===== config.mk =====
export PLATFORM = sky130hd
export DESIGN_NAME = demux_1_to_2_stream_flat
export DESIGN_NICKNAME = d
export VERILOG_FILES = /design/src/rtl/demux_1_to_2_stream_if.sv /design/src/rtl/demux_1_to_2_stream.sv /design/src/flat_wrapper.sv
export SDC_FILE = /design/constraint.sdc
export NUM_CORES = 1
export LEC_CHECK = 0
export CAP_MARGIN = 0
export CORE_ASPECT_RATIO = 1.4
export CORE_MARGIN = 3
export CORE_UTILIZATION = 51
export CTS_CLUSTER_SIZE = 12
export DETAILED_ROUTE_END_ITERATION = 12
export PLACE_DENSITY = 0.84
export REMOVE_ABC_BUFFERS = 1
export SLEW_MARGIN = 30
export SYNTH_ARGS = -nofsm -noshare
export SYNTH_HDL_FRONTEND = slang
export SYNTH_SLANG_ARGS = --single-unit

===== constraint.sdc =====
create_clock -name clk_i -period 3.95 [get_ports clk_i]
set_input_delay 0.79 -clock clk_i [delete_from_list [all_inputs] [get_ports clk_i]]
set_output_delay 0.79 -clock clk_i [all_outputs]
set_load 0.02 [all_outputs]

===== src/rtl/demux_1_to_2_stream_if.sv =====
// Stream bundle for the 1-to-2 demultiplexer: one input stream and two
// output channels (A and B), each with valid/ready/last handshake.
interface demux_1_to_2_stream_if #(
    parameter int DATA_W = 8
);
    // Input stream
    logic [DATA_W-1:0] in_data;
    logic              in_valid;
    logic              in_last;
    logic              in_sel;
    logic              in_ready;

    // Output channel A
    logic [DATA_W-1:0] out_a_data;
    logic              out_a_valid;
    logic              out_a_last;
    logic              out_a_ready;

    // Output channel B
    logic [DATA_W-1:0] out_b_data;
    logic              out_b_valid;
    logic              out_b_last;
    logic              out_b_ready;

    // Environment side: produces the input stream, consumes both outputs
    modport master (
        output in_data, in_valid, in_last, in_sel,
        input  in_ready,
        input  out_a_data, out_a_valid, out_a_last,
        output out_a_ready,
        input  out_b_data, out_b_valid, out_b_last,
        output out_b_ready
    );

    // Demultiplexer side
    modport slave (
        input  in_data, in_valid, in_last, in_sel,
        output in_ready,
        output out_a_data, out_a_valid, out_a_last,
        input  out_a_ready,
        output out_b_data, out_b_valid, out_b_last,
        input  out_b_ready
    );
endinterface


===== src/rtl/demux_1_to_2_stream.sv =====
// Registered 1-to-2 stream demultiplexer. The route is chosen from in_sel on
// the first beat of a packet and held until the last beat is accepted. Each
// output channel has a single output register; per-channel counters track
// the number of packets whose last beat entered that channel.
module demux_1_to_2_stream #(
    parameter int DATA_W = 8,
    parameter int CNT_W  = 16
) (
    input  logic                 clk_i,
    input  logic                 rst_ni,
    demux_1_to_2_stream_if.slave s_if,
    output logic                 busy_o,
    output logic [CNT_W-1:0]     pkt_cnt_a_o,
    output logic [CNT_W-1:0]     pkt_cnt_b_o
);

    typedef enum logic [1:0] {
        IDLE    = 2'd0,
        ROUTE_A = 2'd1,
        ROUTE_B = 2'd2
    } state_e;

    state_e            state_q;
    logic              busy_q;

    logic [DATA_W-1:0] a_data_q;
    logic              a_valid_q;
    logic              a_last_q;
    logic [DATA_W-1:0] b_data_q;
    logic              b_valid_q;
    logic              b_last_q;
    logic [CNT_W-1:0]  cnt_a_q;
    logic [CNT_W-1:0]  cnt_b_q;

    logic              route_b;
    logic              in_ready;
    logic              accept;
    logic              load_a;
    logic              load_b;

    // Effective route: live select while idle, locked channel mid-packet
    assign route_b  = (state_q == IDLE) ? s_if.in_sel : (state_q == ROUTE_B);
    assign in_ready = route_b ? (!b_valid_q || s_if.out_b_ready)
                              : (!a_valid_q || s_if.out_a_ready);
    assign accept   = s_if.in_valid && in_ready;
    assign load_a   = accept && !route_b;
    assign load_b   = accept && route_b;

    // Route-lock FSM with registered busy flag
    // NOTE: state is updated with non-blocking assignments so every register
    // samples pre-edge values; blocking here would create ordering races.
    always_ff @(posedge clk_i or negedge rst_ni) begin
        if (!rst_ni) begin
            state_q <= IDLE;
            busy_q  <= 1'b0;
        end else if (accept) begin
            case (state_q)
                IDLE: begin
                    if (!s_if.in_last) begin
                        state_q <= s_if.in_sel ? ROUTE_B : ROUTE_A;
                        busy_q  <= 1'b1;
                    end
                end
                ROUTE_A, ROUTE_B: begin
                    if (s_if.in_last) begin
                        state_q <= IDLE;
                        busy_q  <= 1'b0;
                    end
                end
                default: begin
                    state_q <= IDLE;
                    busy_q  <= 1'b0;
                end
            endcase
        end
    end

    // Channel A output register: load on routed accept, drain on ready
    // NOTE: data/last are reset as well because their reset value of zero is
    // visible on the outputs, not just a don't-care behind valid.
    always_ff @(posedge clk_i or negedge rst_ni) begin
        if (!rst_ni) begin
            a_valid_q <= 1'b0;
            a_data_q  <= '0;
            a_last_q  <= 1'b0;
        end else if (load_a) begin
            a_valid_q <= 1'b1;
            a_data_q  <= s_if.in_data;
            a_last_q  <= s_if.in_last;
        end else if (s_if.out_a_ready) begin
            a_valid_q <= 1'b0;
        end
    end

    // Channel B output register: load on routed accept, drain on ready
    always_ff @(posedge clk_i or negedge rst_ni) begin
        if (!rst_ni) begin
            b_valid_q <= 1'b0;
            b_data_q  <= '0;
            b_last_q  <= 1'b0;
        end else if (load_b) begin
            b_valid_q <= 1'b1;
            b_data_q  <= s_if.in_data;
            b_last_q  <= s_if.in_last;
        end else if (s_if.out_b_ready) begin
            b_valid_q <= 1'b0;
        end
    end

    // Packet counters: bump when a last beat is accepted into the channel
    always_ff @(posedge clk_i or negedge rst_ni) begin
        if (!rst_ni) begin
            cnt_a_q <= '0;
            cnt_b_q <= '0;
        end else begin
            if (load_a && s_if.in_last) cnt_a_q <= cnt_a_q + CNT_W'(1);
            if (load_b && s_if.in_last) cnt_b_q <= cnt_b_q + CNT_W'(1);
        end
    end

    assign s_if.in_ready    = in_ready;
    assign s_if.out_a_data  = a_data_q;
    assign s_if.out_a_valid = a_valid_q;
    assign s_if.out_a_last  = a_last_q;
    assign s_if.out_b_data  = b_data_q;
    assign s_if.out_b_valid = b_valid_q;
    assign s_if.out_b_last  = b_last_q;
    assign busy_o           = busy_q;
    assign pkt_cnt_a_o      = cnt_a_q;
    assign pkt_cnt_b_o      = cnt_b_q;

endmodule


===== src/flat_wrapper.sv =====
// flat-port wrapper written by rule: the top's interface ports become plain ports
module demux_1_to_2_stream_flat 
#(
    parameter int DATA_W = 8,
    parameter int CNT_W  = 16
)
  (clk_i, rst_ni, busy_o, pkt_cnt_a_o, pkt_cnt_b_o, s_if_in_data, s_if_in_valid, s_if_in_last, s_if_in_sel, s_if_in_ready, s_if_out_a_data, s_if_out_a_valid, s_if_out_a_last, s_if_out_a_ready, s_if_out_b_data, s_if_out_b_valid, s_if_out_b_last, s_if_out_b_ready);
  demux_1_to_2_stream_if #(.DATA_W(DATA_W)) s_if_i ();
  input  logic clk_i;
  input  logic rst_ni;
  output logic busy_o;
  output logic [CNT_W-1:0] pkt_cnt_a_o;
  output logic [CNT_W-1:0] pkt_cnt_b_o;
  input wire logic [$bits(s_if_i.in_data)-1:0] s_if_in_data;
  input wire logic [$bits(s_if_i.in_valid)-1:0] s_if_in_valid;
  input wire logic [$bits(s_if_i.in_last)-1:0] s_if_in_last;
  input wire logic [$bits(s_if_i.in_sel)-1:0] s_if_in_sel;
  output wire logic [$bits(s_if_i.in_ready)-1:0] s_if_in_ready;
  output wire logic [$bits(s_if_i.out_a_data)-1:0] s_if_out_a_data;
  output wire logic [$bits(s_if_i.out_a_valid)-1:0] s_if_out_a_valid;
  output wire logic [$bits(s_if_i.out_a_last)-1:0] s_if_out_a_last;
  input wire logic [$bits(s_if_i.out_a_ready)-1:0] s_if_out_a_ready;
  output wire logic [$bits(s_if_i.out_b_data)-1:0] s_if_out_b_data;
  output wire logic [$bits(s_if_i.out_b_valid)-1:0] s_if_out_b_valid;
  output wire logic [$bits(s_if_i.out_b_last)-1:0] s_if_out_b_last;
  input wire logic [$bits(s_if_i.out_b_ready)-1:0] s_if_out_b_ready;
  assign s_if_i.in_data = s_if_in_data;
  assign s_if_i.in_valid = s_if_in_valid;
  assign s_if_i.in_last = s_if_in_last;
  assign s_if_i.in_sel = s_if_in_sel;
  assign s_if_in_ready = s_if_i.in_ready;
  assign s_if_out_a_data = s_if_i.out_a_data;
  assign s_if_out_a_valid = s_if_i.out_a_valid;
  assign s_if_out_a_last = s_if_i.out_a_last;
  assign s_if_i.out_a_ready = s_if_out_a_ready;
  assign s_if_out_b_data = s_if_i.out_b_data;
  assign s_if_out_b_valid = s_if_i.out_b_valid;
  assign s_if_out_b_last = s_if_i.out_b_last;
  assign s_if_i.out_b_ready = s_if_out_b_ready;
  demux_1_to_2_stream #(.DATA_W(DATA_W), .CNT_W(CNT_W)) u_core (.clk_i(clk_i), .rst_ni(rst_ni), .s_if(s_if_i), .busy_o(busy_o), .pkt_cnt_a_o(pkt_cnt_a_o), .pkt_cnt_b_o(pkt_cnt_b_o));
endmodule

# == Yosys cells after proc, flatten, opt, wreduce, memory -nomap -nowiden ==
# Cells that the tools add are included.
# classes
n_addsub,2
n_eq_ne,4
n_mux,13
reduce_logical,15
# ops
operator,n
16-bit by 1-bit adder with 16-bit output (second input constant),2
1-bit two-way mux,8
2-bit two-way mux,3
1-bit logical AND,5
2-bit != test (second input constant),2
2-bit case mux with 2 select lines,1
2-bit nonzero test,2
1-bit logical NOT,3
3-bit AND reduction,1
2-bit by 1-bit equality test with 1-bit output (second input constant),1
2-bit equality test (second input constant),1
2-bit logical NOT,1
1-bit logical OR,2
1-bit case mux with 2 select lines,1
2-bit OR reduction,1
# totals
register_bits,55
in_bits,15
out_inout_bits,54
elab_cells,44

# == Logic depth before layout (Yosys ltp) ==
# Gate-level depths: netlist (run 1).
# logic_depth
word_depth,6
depth_mapped,7
mapped_depth_nobuf,6

# == Worst setup path after synthesis (run 1) ==
# No wires, ideal clock.
# synth_path
kind,input-to-output
startpoint,input s_if_in_sel
endpoint,output s_if_in_ready
arrival_time_ns,1.498
required_time_ns,3.160
setup_slack_ns,1.662
cell_stages,2
n_path_buf,0
cell_sequence,mux2i_2 -> mux2_2
# synth_between
elab_chain_cells,2
# synth_rtl
element,line,text
from (decl),flat_wrapper.sv:17,input wire logic [$bits(s_if_i.in_sel)-1:0] s_if_in_sel;
1-bit two-way mux,demux_1_to_2_stream.sv:42,assign route_b = (state_q == IDLE) ? s_if.in_sel : (state_q == ROUTE_B);
1-bit two-way mux,demux_1_to_2_stream.sv:43,assign in_ready = route_b ? (!b_valid_q || s_if.out_b_ready)
to (decl),flat_wrapper.sv:18,output wire logic [$bits(s_if_i.in_ready)-1:0] s_if_in_ready;
# No other way between the ends.

# == Final worst setup path (run 1) ==
# Ends and elaborated chain as after synthesis.

==> flow_summary.ini, run 1 <==
[timing]
hold_violations = 0
worst_slack_ns = 0.661
slew_headroom = 0.480
fin_setup_tns_ns = 0
fmax_mhz = 304
fin_crit_ns = 3.29
whs_ns = 0.473
worst_slew_pin_slew_ns = 0.781
rsz0062_at_grt = no
fin_skew_ns = 0.00253
finalCritPeriodShare = 0.833
setup_viol = 0
slew_viol_final = 0

[clocking]
path_clk_slew_ns = 0.09
cts_resized = 0
cts-root-buf = clkbuf_8
hold_buffers = 0
post_cts_buffers = 0
clockBufferDepth = 2
tritoncts = done
cts_buffers = 5
insertion_delay_ns = 0.30
cts.sinks = 55
h-tree-depth = 2

[floorplanning]
dieWidth_um = 65.0
initial_core_util = 0.538
core_area_um2 = 4610
ios = 69
dieArea_um2 = 5750
num_rows = 29
die_h_um = 88.5

[drt]
drtAntennaViolNets = 0
wire_per_inst_um = 15.1
drtIter0Drc = 69
route.vias.total = 1725
firstDrtPassIters = 4
drc = 0
via_per_inst = 5.21
totalWireLength_um = 4990

[layout]
fillers = 353
num-nets-final = 288
n_antenna_cell = 0
final_design_area_no_fill_um2 = 3300
area_delta_synth_final_pct = 32.8
drive_above_1_share = 0.138

[critical_path]
endpoint_kind = output port
cp_common_cell = clkdlybuf4s50_1
crit_family = buffers and inverters
slowest_stage = clkdlybuf4s50_1
r2r_start = u_core.state_q[0]
crit_start = s_if_in_sel
criticalPathCategory = input pin to output port
critPathRequiredTime_ns = 3.16
worstRegToRegCells = 6
crit_arrival_ns = 2.50
crit_path_start_kind = input pin
cp_cell_sequence = clkdlybuf4s50_1, mux2i_2, mux2_2, clkdlybuf4s50_1
crit_cells = 4
cpPeakStageDelay_ns = 0.54
crit_buf_inv = 2
critPathMaxFanout = 7

[synthesis]
ys_warn_count = 0
synth_seq_cells = 55
netlist_instances = 198
ys.flop_type = dfrtp_1
synth_cell_types = 30
netlist_area_um2 = 2480
yosysSeqAreaShare = 0.555
synthArstFlopShare = 1.00
syn_area_per_cell_um2 = 12.5
synth-edff-count = 0

[placement]
hpwl_um = 3760
gp_congestion = 0.841
portBuffers = 68
placed_area_um2 = 3210
preCtsSetupSlack_ns = 0.660

[hold_path]
hold_depth = 1
hold_start = u_core.pkt_cnt_b_o[15]
hp-class = flop to flop

[flow_run]
drv_cap = 0

[grt]
grt_max_degree = 37
gr-total-overflow = 0
grt_pass1_vias = 1759
grt_antenna_before_repair = 0
grtUsageTotal = 0.186
grt_pass1_wl_um = 8250

[power]
p_int_mw = 1.31
switching_share = 0.358
power_frac_clock = 0.149
p_leak_nw = 1.49
p_seq_frac = 0.413
power-per-cell-area_nw_per_um2 = 620
worst_ir_drop_vdd_mv = 0.507
p_comb_frac = 0.438
net-switching-power_mw = 0.731

[status]
outcome = completed
[metrics by stage]
step / util / cells / power (mW)
global placement: 0.696 / 324 / 1.74
global route: 0.715 / 331 / 2.18
CTS: 0.715 / 331 / 2.07
floorplan: - / 193 / 1.33
finish: 0.715 / 331 / 2.04
detailed placement: 0.696 / 324 / 1.76
[area by class of cell]
class                           count  area (µm²)  area share
Clock buffer                        6        82.6      0.0251
Clock inverter                      1        5.00     0.00152
Inverter                            6        22.5     0.00683
Multi-Input combinational cell    132        1050       0.318
Sequential cell                    55        1380       0.418
Tap cell                           62        77.6      0.0235
Timing Repair Buffer               69         683       0.207
[registers in the layout, indices dropped and copies added (netlist names)]
name and flops:
u_core.s_if.out_b_valid 1, u_core.s_if.out_b_last 1, u_core.pkt_cnt_a_o 16, u_core.busy_o 1
u_core.s_if.out_a_valid 1, u_core.state_q 2, u_core.s_if.out_a_last 1, u_core.pkt_cnt_b_o 16
u_core.s_if.out_b_data 8, u_core.s_if.out_a_data 8
[cells in the mapped netlist, types with 2 or more instances]
library cell / instances / area (µm²)
xnor2_1: 14 / 123
nor3_1: 6 / 30.0
inv_1: 6 / 22.5
or3_1: 2 / 12.5
nor4_1: 6 / 37.5
dfrtp_1: 55 / 1380
nand2_1: 18 / 67.6
nand2b_1: 2 / 12.5
nand4_1: 12 / 75.1
buf_2: 3 / 15.0
nand3_1: 8 / 40.0
xor2_1: 16 / 140
mux2_2: 19 / 214
nor4_4: 2 / 42.5
ha_1: 4 / 50.1
mux2i_1: 3 / 30.0
and3_1: 5 / 31.3
nor2_1: 5 / 18.8
[worst paths after layout]
path / end / slack, ns
worst min-delay path: u_core.pkt_cnt_b_o[15] / 0.47
worst max-delay path: s_if_in_ready / 0.66
worst min register to register: u_core.pkt_cnt_b_o[15] / 0.47
min in group asynchronous: u_core.busy_o / 0.56
max in group asynchronous: u_core.pkt_cnt_b_o[7] / 2.63
worst max register to register: u_core.pkt_cnt_a_o[13] / 1.72
[power groups by stage]
| stage | logic [mW] | registers (mW) | clock network, mW |
|---|---|---|---|
| floorplan | 0.308 | 1.02 | 0 |
| global placement | 0.889 | 0.850 | 0 |
| detailed placement | 0.904 | 0.854 | 0 |
| CTS | 0.909 | 0.846 | 0.315 |
| global route | 0.963 | 0.868 | 0.344 |
| finish | 0.894 | 0.844 | 0.305 |
[metal layers]
layer  global-route usage  up-vias  routed length (µm)
met2                0.321       47                2610
met5                    0        -                   0
met4               0.0558        0                  55
met3               0.0559        6                 280
met1                0.226      837                2040
li1                     -      835                   -
[layout by cell type (no fill, tap or decap), types with 5 or more instances in the layout]
| cell | count |
|---|---|
| nand3_1 | 8 |
| clkbuf_8 | 6 |
| nand4_1 | 12 |
| nor4_1 | 6 |
| nand2_1 | 18 |
| xnor2_1 | 14 |
| and3_1 | 5 |
| dfrtp_1 | 55 |
| nor3_1 | 6 |
| clkdlybuf4s50_1 | 67 |
| mux2_2 | 19 |
| inv_1 | 6 |
| xor2_1 | 16 |
| nor2_1 | 5 |
[cells by family after synthesis]
| logic type | synth area share |
|---|---|
| fa+ha+maj | 0.0202 |
| xor+xnor | 0.106 |
| simple gates | 0.193 |
| mux | 0.104 |
| buf+inv | 0.0227 |
| flops | 0.555 |
Power figures use the tool's default switching activity.
==> run 2: changes to the inputs <==
- CORE_UTILIZATION: 51 -> 43
- PLACE_DENSITY: 0.84 -> 0.76
- clock period: 3.95 -> 2.76 ns (I/O delays scaled with it)
==> run 2 against run 1 <==
Net effect: total power increased by 43%; final area increased by 1.2%; critical path depth up 1; clock power rose by 39%; sequential power rose by 42%; non-clock buffer count increased by 5; core utilization decreased by 12 points; global-route usage down 3.0 points; routed wire length shrank 5.0%; cell count grew 3.6%; critical path type is now flop to output port.
==> flow_summary.ini, run 2 (same netlist as run 1, synthesis figures left out) <==
[power]
power-per-cell-area_nw_per_um2 = 876
worst_ir_drop_vdd_mv = 0.504
finalPower_mw = 2.92
p_leak_nw = 1.51

[grt]
grt_max_degree = 41
grt_antenna_before_repair = 0
grt_pass1_wl_um = 8480
grtUsageTotal = 0.156
gr-total-overflow = 0
grt_pass1_vias = 1821

[layout]
num-nets-final = 293
drive_above_1_share = 0.149
area_delta_synth_final_pct = 34.4
final_cell_mix = clkdlybuf4s50_1, dfrtp_1, mux2_2
n_antenna_cell = 0
fillers = 481
final_util = 0.599
final_common_cell = clkdlybuf4s50_1

[timing]
setup_viol = 0
worst_slew_pin_slew_ns = 0.544
fmax_mhz = 396
slew_viol_final = 0
rsz0062_at_grt = no
finalCritPeriodShare = 0.915
hold_violations = 0
fin_skew_ns = 0.00815
fin_setup_tns_ns = 0
slew_headroom = 0.636
fin_crit_ns = 2.53

[floorplanning]
dieArea_um2 = 6730
num_rows = 32
core_area_um2 = 5570
die_h_um = 95.9
ios = 69
dieWidth_um = 70.2
initial_core_util = 0.446

[critical_path]
crit_arrival_ns = 1.97
criticalPathCategory = flop to output port
crit_start = u_core.state_q[1]
critPathRequiredTime_ns = 2.21
cp-endpoint = s_if_in_ready
r2r-end = u_core.pkt_cnt_a_o[11]
crit_path_start_kind = flop
worstRegToRegCells = 7
reg2reg_slack_ns = 0.55
endpoint_kind = output port
cpPeakStageDelay_ns = 0.39
slowest_stage = dfrtp_1
r2r_start = u_core.state_q[1]
critPathMaxFanout = 5
cp_cell_sequence = inv_1, ha_1, mux2i_2, mux2_2, dlygate4sd2_1

[clocking]
cts.sinks = 55
path_clk_slew_ns = 0.10
hold_buffers = 0
post_cts_buffers = 0
h-tree-depth = 2
clockBufferDepth = 2
cts-root-buf = clkbuf_8
insertion_delay_ns = 0.30
tritoncts = done
cts_resized = 1
cts_buffers = 5

[status]
outcome = completed

[drt]
firstDrtPassIters = 4
drtAntennaViolNets = 0
drc = 0
wire_per_inst_um = 13.8
drtIter0Drc = 60
totalWireLength_um = 4740
route.vias.total = 1786
via_per_inst = 5.21

[placement]
portBuffers = 68
gp_congestion = 0.750
hpwl_um = 3590

[hold_path]
hp-class = input pin to asynchronous set/reset pin

[flow_run]
drv_cap = 0
[run 2: routing by layer]
| metal | share of wire | wire length [µm] | global-route usage |
|---|---|---|---|
| met5 | 0 | 0 | 0 |
| met4 | 0.0084 | 40 | 0.0431 |
| met3 | 0.053 | 253 | 0.0439 |
| met2 | 0.53 | 2500 | 0.282 |
| met1 | 0.41 | 1950 | 0.182 |
[run 2: final cells by class]
| class | instances | area (µm²) | share of cell area |
|---|---|---|---|
| Clock buffer | 7 | 76.3 | 0.0229 |
| Clock inverter | 1 | 5.00 | 0.00150 |
| Inverter | 6 | 22.5 | 0.00675 |
| Multi-Input combinational cell | 132 | 1050 | 0.314 |
| Sequential cell | 55 | 1380 | 0.413 |
| Tap cell | 68 | 85.1 | 0.0255 |
| Timing Repair Buffer | 74 | 722 | 0.216 |
[run 2: worst max-delay path: cells and delay by family, from the launching register on]
kind                     cells  cell delay, ns
flip-flops                   1            0.39
buffers and inverters        2            0.41
adder cells (fa/ha/maj)      1            0.25
multiplexers                 2            0.63
[run 2: stage by stage]
stage / std cells / setup WS [ns] / hold slack [ns] / instance area (µm²)
5_1_grt: 343 / 0.0945 / 0.240 / 3340
3_3_place_gp: 335 / 0.122 / 0.455 / 3250
2_1_floorplan: 193 / 0.739 / 0.256 / 2450
4_1_cts: 343 / 0.217 / 0.400 / 3330
3_5_place_dp: 335 / 0.0950 / 0.464 / 3250
6_report: 343 / 0.233 / 0.210 / 3340
[run 2: worst min-delay path by stage]
stage	depth (start not counted)	from	endpoint	slack [ns]
after floorplan	0	rst_ni	u_core.busy_o	0.26
after global placement	1	u_core.pkt_cnt_a_o[15]	u_core.pkt_cnt_a_o[15]	0.46
after detailed placement	2	u_core.s_if.out_b_last	u_core.s_if.out_b_last	0.46
after CTS	1	rst_ni	u_core.pkt_cnt_a_o[5]	0.40
after global routing	1	rst_ni	u_core.pkt_cnt_a_o[5]	0.24
final	1	rst_ni	u_core.s_if.out_a_valid	0.21
[run 2: power breakdown]
group          internal, mW  leakage (nW)  total, mW  switching [mW]
Combinational         0.664         0.775       1.29           0.630
Sequential             1.03         0.694       1.20           0.170
Clock                 0.179        0.0422      0.424           0.245
Total                  1.88          1.51       2.92            1.05
